===== src/rtl/lsu_pkg.sv =====
// Shared types and lane helpers for the load/store initiator.
// Build option: LSU_MISALIGN_TRAP_EN selects trap-on-misalign instead of forced alignment.
package lsu_pkg;

  localparam int XLEN      = 64;
  localparam int BUS_BYTES = 8;

  typedef enum logic [1:0] {WDT8, WDT16, WDT32, WDT64} wdt_e;
  typedef enum logic [1:0] {IDLE, REQ, WAIT, DONE} state_e;

  function automatic logic [7:0] base_mask(wdt_e w);
    case (w)
      WDT8:    return 8'h01;
      WDT16:   return 8'h03;
      WDT32:   return 8'h0F;
      default: return 8'hFF;
    endcase
  endfunction

  function automatic logic is_misaligned(wdt_e w, logic [2:0] a);
    case (w)
      WDT16:   return a[0];
      WDT32:   return |a[1:0];
      WDT64:   return |a;
      default: return 1'b0;
    endcase
  endfunction

  // Clears the low log2(size) lane bits so the access sits on its natural boundary.
  function automatic logic [2:0] align_lane(wdt_e w, logic [2:0] a);
    case (w)
      WDT16:   return {a[2:1], 1'b0};
      WDT32:   return {a[2], 2'b00};
      WDT64:   return 3'b000;
      default: return a;
    endcase
  endfunction

endpackage


===== src/rtl/lsu_lane_extract.sv =====
// Combinational load-data extraction: shifts the addressed lane down and
// sign- or zero-extends the field selected by the access width.
module lsu_lane_extract
  import lsu_pkg::*;
#(
  parameter int XLEN_P = 64
) (
  input  logic [XLEN_P-1:0] rdata_i,
  input  logic [2:0]        lane_i,
  input  wdt_e              wdt_i,
  input  logic              signed_i,
  output logic [XLEN_P-1:0] result_o
);

  logic [XLEN_P-1:0] shifted;

  assign shifted = rdata_i >> {lane_i, 3'b000};

  always_comb begin
    result_o = shifted;
    case (wdt_i)
      WDT8:    result_o = {{(XLEN_P-8){signed_i & shifted[7]}},   shifted[7:0]};
      WDT16:   result_o = {{(XLEN_P-16){signed_i & shifted[15]}}, shifted[15:0]};
      WDT32:   result_o = {{(XLEN_P-32){signed_i & shifted[31]}}, shifted[31:0]};
      default: result_o = shifted;
    endcase
  end

endmodule


===== src/rtl/lsu_mem_initiator.sv =====
// Single-outstanding load/store initiator: latches an EX request, drives one aligned
// bus request, extends the response for WB. Option: LSU_MISALIGN_TRAP_EN.
module lsu_mem_initiator
  import lsu_pkg::*;
#(
  parameter int XLEN_P      = XLEN,
  parameter int BUS_BYTES_P = BUS_BYTES
) (
  input  logic                   clk,
  input  logic                   rst_n,
  input  logic                   in_valid_i,
  output logic                   in_ready_o,
  input  logic                   in_store_i,
  input  logic [1:0]             in_wdt_i,
  input  logic                   in_signed_i,
  input  logic [XLEN_P-1:0]      in_addr_i,
  input  logic [XLEN_P-1:0]      in_wdata_i,
  output logic                   mem_req_valid_o,
  input  logic                   mem_req_ready_i,
  output logic                   mem_req_wen_o,
  output logic [XLEN_P-1:0]      mem_req_addr_o,
  output logic [XLEN_P-1:0]      mem_req_wdata_o,
  output logic [BUS_BYTES_P-1:0] mem_req_wmask_o,
  input  logic                   mem_rsp_valid_i,
  input  logic [XLEN_P-1:0]      mem_rsp_rdata_i,
  output logic                   out_valid_o,
  input  logic                   out_ready_i,
  output logic [XLEN_P-1:0]      out_rdata_o,
  output logic                   out_misalign_o
);

  state_e            state_q, state_d;
  logic              store_q, store_d;
  wdt_e              wdt_q, wdt_d;
  logic              signed_q, signed_d;
  logic [XLEN_P-1:0] addr_q, addr_d;
  logic [XLEN_P-1:0] wdata_q, wdata_d;
  logic [XLEN_P-1:0] result_q, result_d;
  logic              misalign_q, misalign_d;

  logic              trap_now;
  logic              req_active;
  logic [2:0]        lane;
  logic [XLEN_P-1:0] load_data;

  // Aligned accesses are unaffected by align_lane, so one lane path serves both builds.
  assign lane = align_lane(wdt_q, addr_q[2:0]);

`ifdef LSU_MISALIGN_TRAP_EN
  assign trap_now = is_misaligned(wdt_q, addr_q[2:0]);
`else
  assign trap_now = 1'b0;
`endif

  lsu_lane_extract #(.XLEN_P(XLEN_P)) u_extract (
    .rdata_i  (mem_rsp_rdata_i),
    .lane_i   (lane),
    .wdt_i    (wdt_q),
    .signed_i (signed_q),
    .result_o (load_data)
  );

  always_ff @(posedge clk or negedge rst_n) begin
    if (!rst_n) begin
      state_q    <= IDLE;
      store_q    <= 1'b0;
      wdt_q      <= WDT8;
      signed_q   <= 1'b0;
      addr_q     <= '0;
      wdata_q    <= '0;
      result_q   <= '0;
      misalign_q <= 1'b0;
    end else begin
      state_q    <= state_d;
      store_q    <= store_d;
      wdt_q      <= wdt_d;
      signed_q   <= signed_d;
      addr_q     <= addr_d;
      wdata_q    <= wdata_d;
      result_q   <= result_d;
      misalign_q <= misalign_d;
    end
  end

  always_comb begin
    state_d    = state_q;
    store_d    = store_q;
    wdt_d      = wdt_q;
    signed_d   = signed_q;
    addr_d     = addr_q;
    wdata_d    = wdata_q;
    result_d   = result_q;
    misalign_d = misalign_q;
    case (state_q)
      IDLE: begin
        if (in_valid_i) begin
          store_d    = in_store_i;
          wdt_d      = wdt_e'(in_wdt_i);
          signed_d   = in_signed_i;
          addr_d     = in_addr_i;
          wdata_d    = in_wdata_i;
          misalign_d = 1'b0;
          state_d    = REQ;
        end
      end
      REQ: begin
        if (trap_now) begin
          misalign_d = 1'b1;
          result_d   = '0;
          state_d    = DONE;
        end else if (mem_req_ready_i) begin
          state_d = WAIT;
        end
      end
      WAIT: begin
        // Stores only receive a write ack, so their result is forced to zero.
        if (mem_rsp_valid_i) begin
          result_d = store_q ? '0 : load_data;
          state_d  = DONE;
        end
      end
      DONE: begin
        if (out_ready_i) state_d = IDLE;
      end
      default: state_d = IDLE;
    endcase
  end

  assign req_active      = (state_q == REQ) && !trap_now;
  assign in_ready_o      = (state_q == IDLE);
  assign mem_req_valid_o = req_active;
  assign mem_req_wen_o   = req_active & store_q;
  assign mem_req_addr_o  = req_active ? {addr_q[XLEN_P-1:3], 3'b000} : '0;
  assign mem_req_wdata_o = req_active ? (wdata_q << {lane, 3'b000}) : '0;
  assign mem_req_wmask_o = (req_active && store_q) ? BUS_BYTES_P'(base_mask(wdt_q) << lane) : '0;
  assign out_valid_o     = (state_q == DONE);
  assign out_rdata_o     = result_q;
  assign out_misalign_o  = misalign_q;

endmodule


===== config.mk =====
export PLATFORM = sky130hd
export DESIGN_NAME = lsu_mem_initiator
export DESIGN_NICKNAME = d
export VERILOG_FILES = /design/src/rtl/lsu_pkg.sv /design/src/rtl/lsu_lane_extract.sv /design/src/rtl/lsu_mem_initiator.sv
export SDC_FILE = /design/constraint.sdc
export NUM_CORES = 1
export LEC_CHECK = 0
export ABC_AREA = 1
export CAP_MARGIN = 30
export CORE_MARGIN = 2
export CORE_UTILIZATION = 45
export DETAILED_ROUTE_END_ITERATION = 7
export PLACE_DENSITY = 0.77
export REMOVE_ABC_BUFFERS = 1
export SYNTH_ARGS = -nofsm -noshare
export SYNTH_HDL_FRONTEND = slang
export SYNTH_SLANG_ARGS = --single-unit

===== constraint.sdc =====
create_clock -name clk -period 2.5 [get_ports clk]
set_clock_uncertainty 0.05 [all_clocks]
set_input_delay 0.625 -clock clk [delete_from_list [all_inputs] [get_ports clk]]
set_output_delay 0.625 -clock clk [all_outputs]
set_load 0.02 [all_outputs]

After elaboration in Yosys (flattened, before gate mapping)
Cells that the tools add are included.

Eq/ne operators: 10. Shift operators: 3. Muxes and demuxes: 12. Bitwise logic cells: 4. Reductions and logical operators: 6.

Operator list (number): 64-bit two-way mux (3); 64-bit one-hot mux with 3 select lines (1); 64-bit by 6-bit left shift with 64-bit output (1); 64-bit by 6-bit >> shifter with 64-bit output (1); 8-bit one-hot mux with 3 select lines (1); 3-bit one-hot mux with 3 select lines (1); 2-bit == test (second input constant) (4); 2-bit two-way mux (4); 8-bit two-way mux (1); 2-bit one-hot mux with 4 select lines (1); 8-bit by 3-bit left shift with 8-bit output (1); 2-bit inequality test (second input constant) (3); 1-bit bitwise AND (4); 2-bit by 1-bit == test with 1-bit output (second input constant) (2); 2-bit logical NOT (2); 2-bit AND reduction (2); 4-bit AND reduction (1); 2-bit by 1-bit inequality test with 1-bit output (second input constant) (1); 1-bit logical AND (1).

Register bits: 198. Input port bits: 202. Output and inout bits: 205. Word-level logic and storage cells: 42.

Depth between registers and ports, before layout
Depth in word-level cells: 6. Mapped depth: 14. Gate-level depth less buffers: 12.

Modules after synthesis
Synthesis repeated with hierarchy kept, for this count alone.

Cells, all modules: 1821. Area total of the unflattened synthesis: 12618.4 µm².

By module, submodules not included: lsu_mem_initiator (times used 1, cells an instance 1328, area each 10269.8 µm²); lsu_lane_extract (times used 1, cells an instance 493, area each 2348.5 µm²).

Worst setup path after synthesis
Ideal clock, no wire load.

Kind: reg2out. From: register wdt_q[1]. To: output port mem_req_wdata_o[63]. Arrival time: 1896 ps. Setup slack: -71 ps. Stages on the path, launching flop included: 11. Buffers on the path: 5. Path through: dfrtp_1 -> buf_6 -> nor2_8 -> nand2_4 -> buf_6 -> buf_6 -> buf_2 -> buf_2 -> o211ai_1 -> o21ai_0 -> o22ai_1.

Longest elaborated chain between the ends: 4. Elaborated cells on any way between the ends: 6. Those cells by class: 3 x eq/ne; 1 x shift; 2 x mux.

RTL lines: start: declaration (line lsu_mem_initiator.sv:34) `wdt_e wdt_q, wdt_d;`; start signal: assignment (line lsu_mem_initiator.sv:76) `wdt_q <= wdt_d;`; 2-bit == test or 2-bit by 1-bit == test with 1-bit output (tied branches) (line lsu_pkg.sv:31) `case (w)`; 3-bit one-hot mux with 3 select lines (*) (line lsu_pkg.sv:31); 64-bit by 6-bit left shift with 64-bit output (*) (line lsu_mem_initiator.sv:134) `assign mem_req_wdata_o = req_active ? (wdata_q << {lane, 3'b000}) : '0;`; 64-bit two-way mux (*) (line lsu_mem_initiator.sv:134); end: declaration (line lsu_mem_initiator.sv:22) `output logic [XLEN_P-1:0] mem_req_wdata_o,`.

Mark *: on every way between the ends. The rest lies on a longest branch, timed or not.

Final worst setup path
From: register wdt_q[1]. To: output port mem_req_wdata_o[44].

The elaborated chain is that of the path after synthesis.

==> PnR_summary.wiki <==
{| class="wikitable"
! Metric !! Value
|-
| Skew-Pair Late Insertion Delay || 0.47 ns
|-
| CTS tree || yes
|-
| MaxCap Viol Count || 0
|-
| Global routing usage summed across all routing layers || 0.306
|-
| Number of search-and-repair iterations in the first detailed-routing pass || 5
|-
| Drt via density || 5.40
|-
| Area added between synthesis and finish || 57.9%
|-
| Drt wl/cell || 19.1 µm
|-
| Yosys reg bits || 198
|-
| Result of the run || complete, but fails checks
|-
| Share of total power in the clock network || 0.110
|-
| Pre-CTS worst setup slack || -0.338 ns
|-
| Net Switching || 0.0127 W
|-
| Initial antenna violation count || 6
|-
| Seq/Total Area, Yosys || 0.416
|-
| Critical path data arrival time || 2.18 ns
|-
| Post-DP HPWL || 30.3 mm
|-
| Worst setup slack after layout || -0.360 ns
|-
| Clock Path Buffers || 2
|-
| IO Count || 407
|-
| Violated checks || setup timing
|-
| Final cell count without fillers || 2446
|-
| Fraction of power consumed by sequential logic || 0.218
|-
| Total of buffers placed on input and output ports || 402
|-
| Count of warnings emitted by yosys || 0
|-
| Portion of the clock cycle consumed by the worst path in the final layout || 1.14
|-
| Number of failing hold endpoints at the final stage || 0
|-
| Register clock-pin slew on the reported worst setup and hold paths || 0.09 ns
|-
| Reg area || 0.00496 mm²
|-
| Area of combinational cells with multiple inputs || 0.00655 mm²
|-
| Startpoint types || flip-flop
|-
| Die width || 167 µm
|-
| Worst ir drop on vdd || 0.000644 V
|-
| Category of the worst setup path capture point || output pin
|-
| Post-Synthesis Cells || 1637
|-
| Synth Area per Inst || 7.27 µm²
|-
| Summed instance area of the synthesized netlist || 0.0119 mm²
|-
| CP Data Required Time || 1.82 ns
|-
| Switching Fraction || 0.479
|-
| Wire length of the first global-routing pass || 67.7 mm
|-
| Antenna Nets Post-Route || 0
|-
| Ys async rst share || 1.00
|-
| Die ar. || 0.0278 mm²
|-
| Vert. Die Dim || 167 µm
|-
| Share of the core filled with cells || 0.722
|-
| Logic pwr share || 0.672
|-
| Total number of placement rows || 59
|-
| Most instantiated flip-flop cell in the synthesis netlist || sky130_fd_sc_hd__dfrtp_1
|-
| Headroom to the max-slew limit || 0.637
|-
| Power Internal || 0.0138 W
|-
| NumNets Final || 2302
|-
| Total number of clock tree sinks || 198
|-
| Least-Margin Pin Slew || 0.545 ns
|-
| Clock root buffer master || sky130_fd_sc_hd__clkbuf_16
|-
| Fillers || 2023
|-
| Last weighted congestion value of the routability-driven placer || 0.911
|-
| Maximum fanout encountered on the critical timing path || 8
|-
| Post-Route WL || 46.6 mm
|-
| Number of global-route vias before repair || 12800
|-
| Count of pins over their slew limit || 0
|-
| Post-layout min period || 2.86 ns
|-
| # H-tree levels || 4
|-
| Pin count of the biggest net entering global routing || 65
|-
| DRC Markers || 0
|-
| Start-to-end type of the worst setup path || flip-flop to output pin
|-
| Iter 0 DRT Violations || 1281
|-
| Vias after detailed routing || 13200
|-
| Fraction of final layout cells with drive strength greater than 1 || 0.274
|-
| Achievable Freq || 350 MHz
|-
| Setup repair after global routing missed its margin || yes
|-
| Setup-violating endpoint count in the final report || 72
|-
| Number of distinct standard cells referenced by the synthesized netlist || 35
|-
| Number of flops mapped to enable cells by yosys || 0
|-
| Initial core utilization || 0.457
|-
| Total non-filler cell area in the finished layout || 0.0188 mm²
|-
| Total instance count after detailed placement || 2359
|-
| Grt total ovfl || 0
|-
| Post-Place Cell Area || 0.0168 mm²
|-
| CTS buffer count || 17
|-
| Pwr/cell area || 1410 mW/mm²
|-
| Leakage power total || 9.76 nW
|-
| Worst min path class || input pin to asynchronous set/reset pin
|-
| Core Footprint || 0.0261 mm²
|}
routing by layer:
metal	up-vias	track usage	routed length (µm)
met3	159	0.0673	3690
met1	6205	0.360	17600
li1	6137	-	-
met4	4	0.148	2440
met2	699	0.529	22900
met5	-	0	25
cells in the final DEF, fill, tap and decap left out, drive strengths merged, types with 5 or more instances in the layout:
cell type and instances:
nor2 98, clkbuf 63, o22ai 26, nand2 547, mux2 85, clkinv 13, nand3 105, o21ai 150
or2 5, inv 189, dfrtp 198, clkdlybuf4s50 264, mux2i 9, o211ai 30, buf 233, a21oi 68
clkdlybuf4s15 6
state kept, by name, indices dropped and copies added, names as in the netlist:
register	cells
store_q	1
state_q	2
addr_q	64
signed_q	1
wdt_q	2
out_rdata_o	64
wdata_q	64
Yosys cell counts, types with 5 or more instances:
| cell | n | area, µm² |
|---|---|---|
| sky130_fd_sc_hd__o21ai_1 | 45 | 225 |
| sky130_fd_sc_hd__mux2i_1 | 9 | 90.1 |
| sky130_fd_sc_hd__mux2_2 | 85 | 957 |
| sky130_fd_sc_hd__clkbuf_1 | 45 | 169 |
| sky130_fd_sc_hd__a21oi_1 | 68 | 340 |
| sky130_fd_sc_hd__buf_2 | 36 | 180 |
| sky130_fd_sc_hd__dfrtp_1 | 198 | 4950 |
| sky130_fd_sc_hd__nand2_1 | 540 | 2030 |
| sky130_fd_sc_hd__buf_1 | 21 | 78.8 |
| sky130_fd_sc_hd__buf_4 | 5 | 37.5 |
| sky130_fd_sc_hd__o22ai_1 | 26 | 163 |
| sky130_fd_sc_hd__o211ai_1 | 30 | 225 |
| sky130_fd_sc_hd__inv_1 | 183 | 687 |
| sky130_fd_sc_hd__nand3_1 | 103 | 515 |
| sky130_fd_sc_hd__o21ai_0 | 103 | 515 |
| sky130_fd_sc_hd__buf_6 | 9 | 101 |
| sky130_fd_sc_hd__nor2_1 | 96 | 360 |
worst paths after layout:
check / start / to / slack (ns) / cells after the start
hold / removal: rst_n / out_rdata_o[6]$_DFFE_PN0P_ / 0.09 / 1
min in group clk: out_rdata_o[3]$_DFFE_PN0P_ / out_rdata_o[3]$_DFFE_PN0P_ / 0.43 / 2
hold reg to reg: out_rdata_o[3]$_DFFE_PN0P_ / out_rdata_o[3]$_DFFE_PN0P_ / 0.43 / 2
setup reg to reg: wdt_q[1]$_DFFE_PN0P_ / out_rdata_o[57]$_DFFE_PN0P_ / 0.07 / 17
max in group asynchronous: rst_n / out_rdata_o[37]$_DFFE_PN0P_ / 1.60 / 2
setup / recovery: wdt_q[1]$_DFFE_PN0P_ / mem_req_wdata_o[44] / -0.36 / 10
critical path, cell delays in order, from the launching register on:
cell,delay (ns)
sky130_fd_sc_hd__dfrtp_1,0.40
sky130_fd_sc_hd__buf_6,0.14
sky130_fd_sc_hd__nor2_8,0.18
sky130_fd_sc_hd__nand2_8,0.15
sky130_fd_sc_hd__buf_12,0.18
sky130_fd_sc_hd__buf_6,0.12
sky130_fd_sc_hd__nand2_2,0.05
sky130_fd_sc_hd__o21ai_2,0.06
sky130_fd_sc_hd__o21ai_1,0.20
sky130_fd_sc_hd__o22ai_2,0.12
sky130_fd_sc_hd__buf_6,0.14
timing repair:
action / in CTS / in global routing
pin swaps: 7 / 38
resized for setup: 574 / 308
setup buffers: 21 / 16
hold buffers: 0 / 0
endpoints found under the setup margin: 136 / 185
cloned: 3 / 15
cells by family after synthesis:
logic type	after synthesis	share of synthesized area
AO/OA/AOI/OAI	281	0.129
adder cells (fa/ha/maj)	4	0.00420
buffers and inverters	304	0.107
flip-flops	198	0.416
multiplexers	94	0.0879
other	1	0.000315
AND/OR/NAND/NOR	755	0.255
power groups by stage:
stage | Sequential, W | Combinational (W) | Clock (W)
after CTS | 0.00569 | 0.0155 | 0.00294
final | 0.00579 | 0.0178 | 0.00291
after detailed placement | 0.00573 | 0.0148 | 0
after global routing | 0.00596 | 0.0190 | 0.00307
after global placement | 0.00566 | 0.0146 | 0
after floorplan | 0.00611 | 0.00781 | 0
layout make-up:
type | count | area share
well taps | 335 | 0.0223
inverters | 188 | 0.0387
flip-flops and latches | 198 | 0.264
multi-input cells | 1140 | 0.348
repair buffers | 551 | 0.295
diodes | 2 | 0.000266
clock buffers | 17 | 0.0226
clock inverters | 15 | 0.00985
stage by stage:
| stage | power [W] | hold WS (ns) | setup TNS (ns) |
|---|---|---|---|
| finish | 0.0265 | 0.0854 | -15.69 |
| global route | 0.0280 | 0.126 | -21.04 |
| CTS | 0.0241 | 0.122 | -13.69 |
| detailed placement | 0.0206 | 0.415 | -13.75 |
| global placement | 0.0203 | 0.411 | -11.94 |
| floorplan | 0.0139 | 0.279 | -622.33 |
Power figures use the tool's default switching activity.
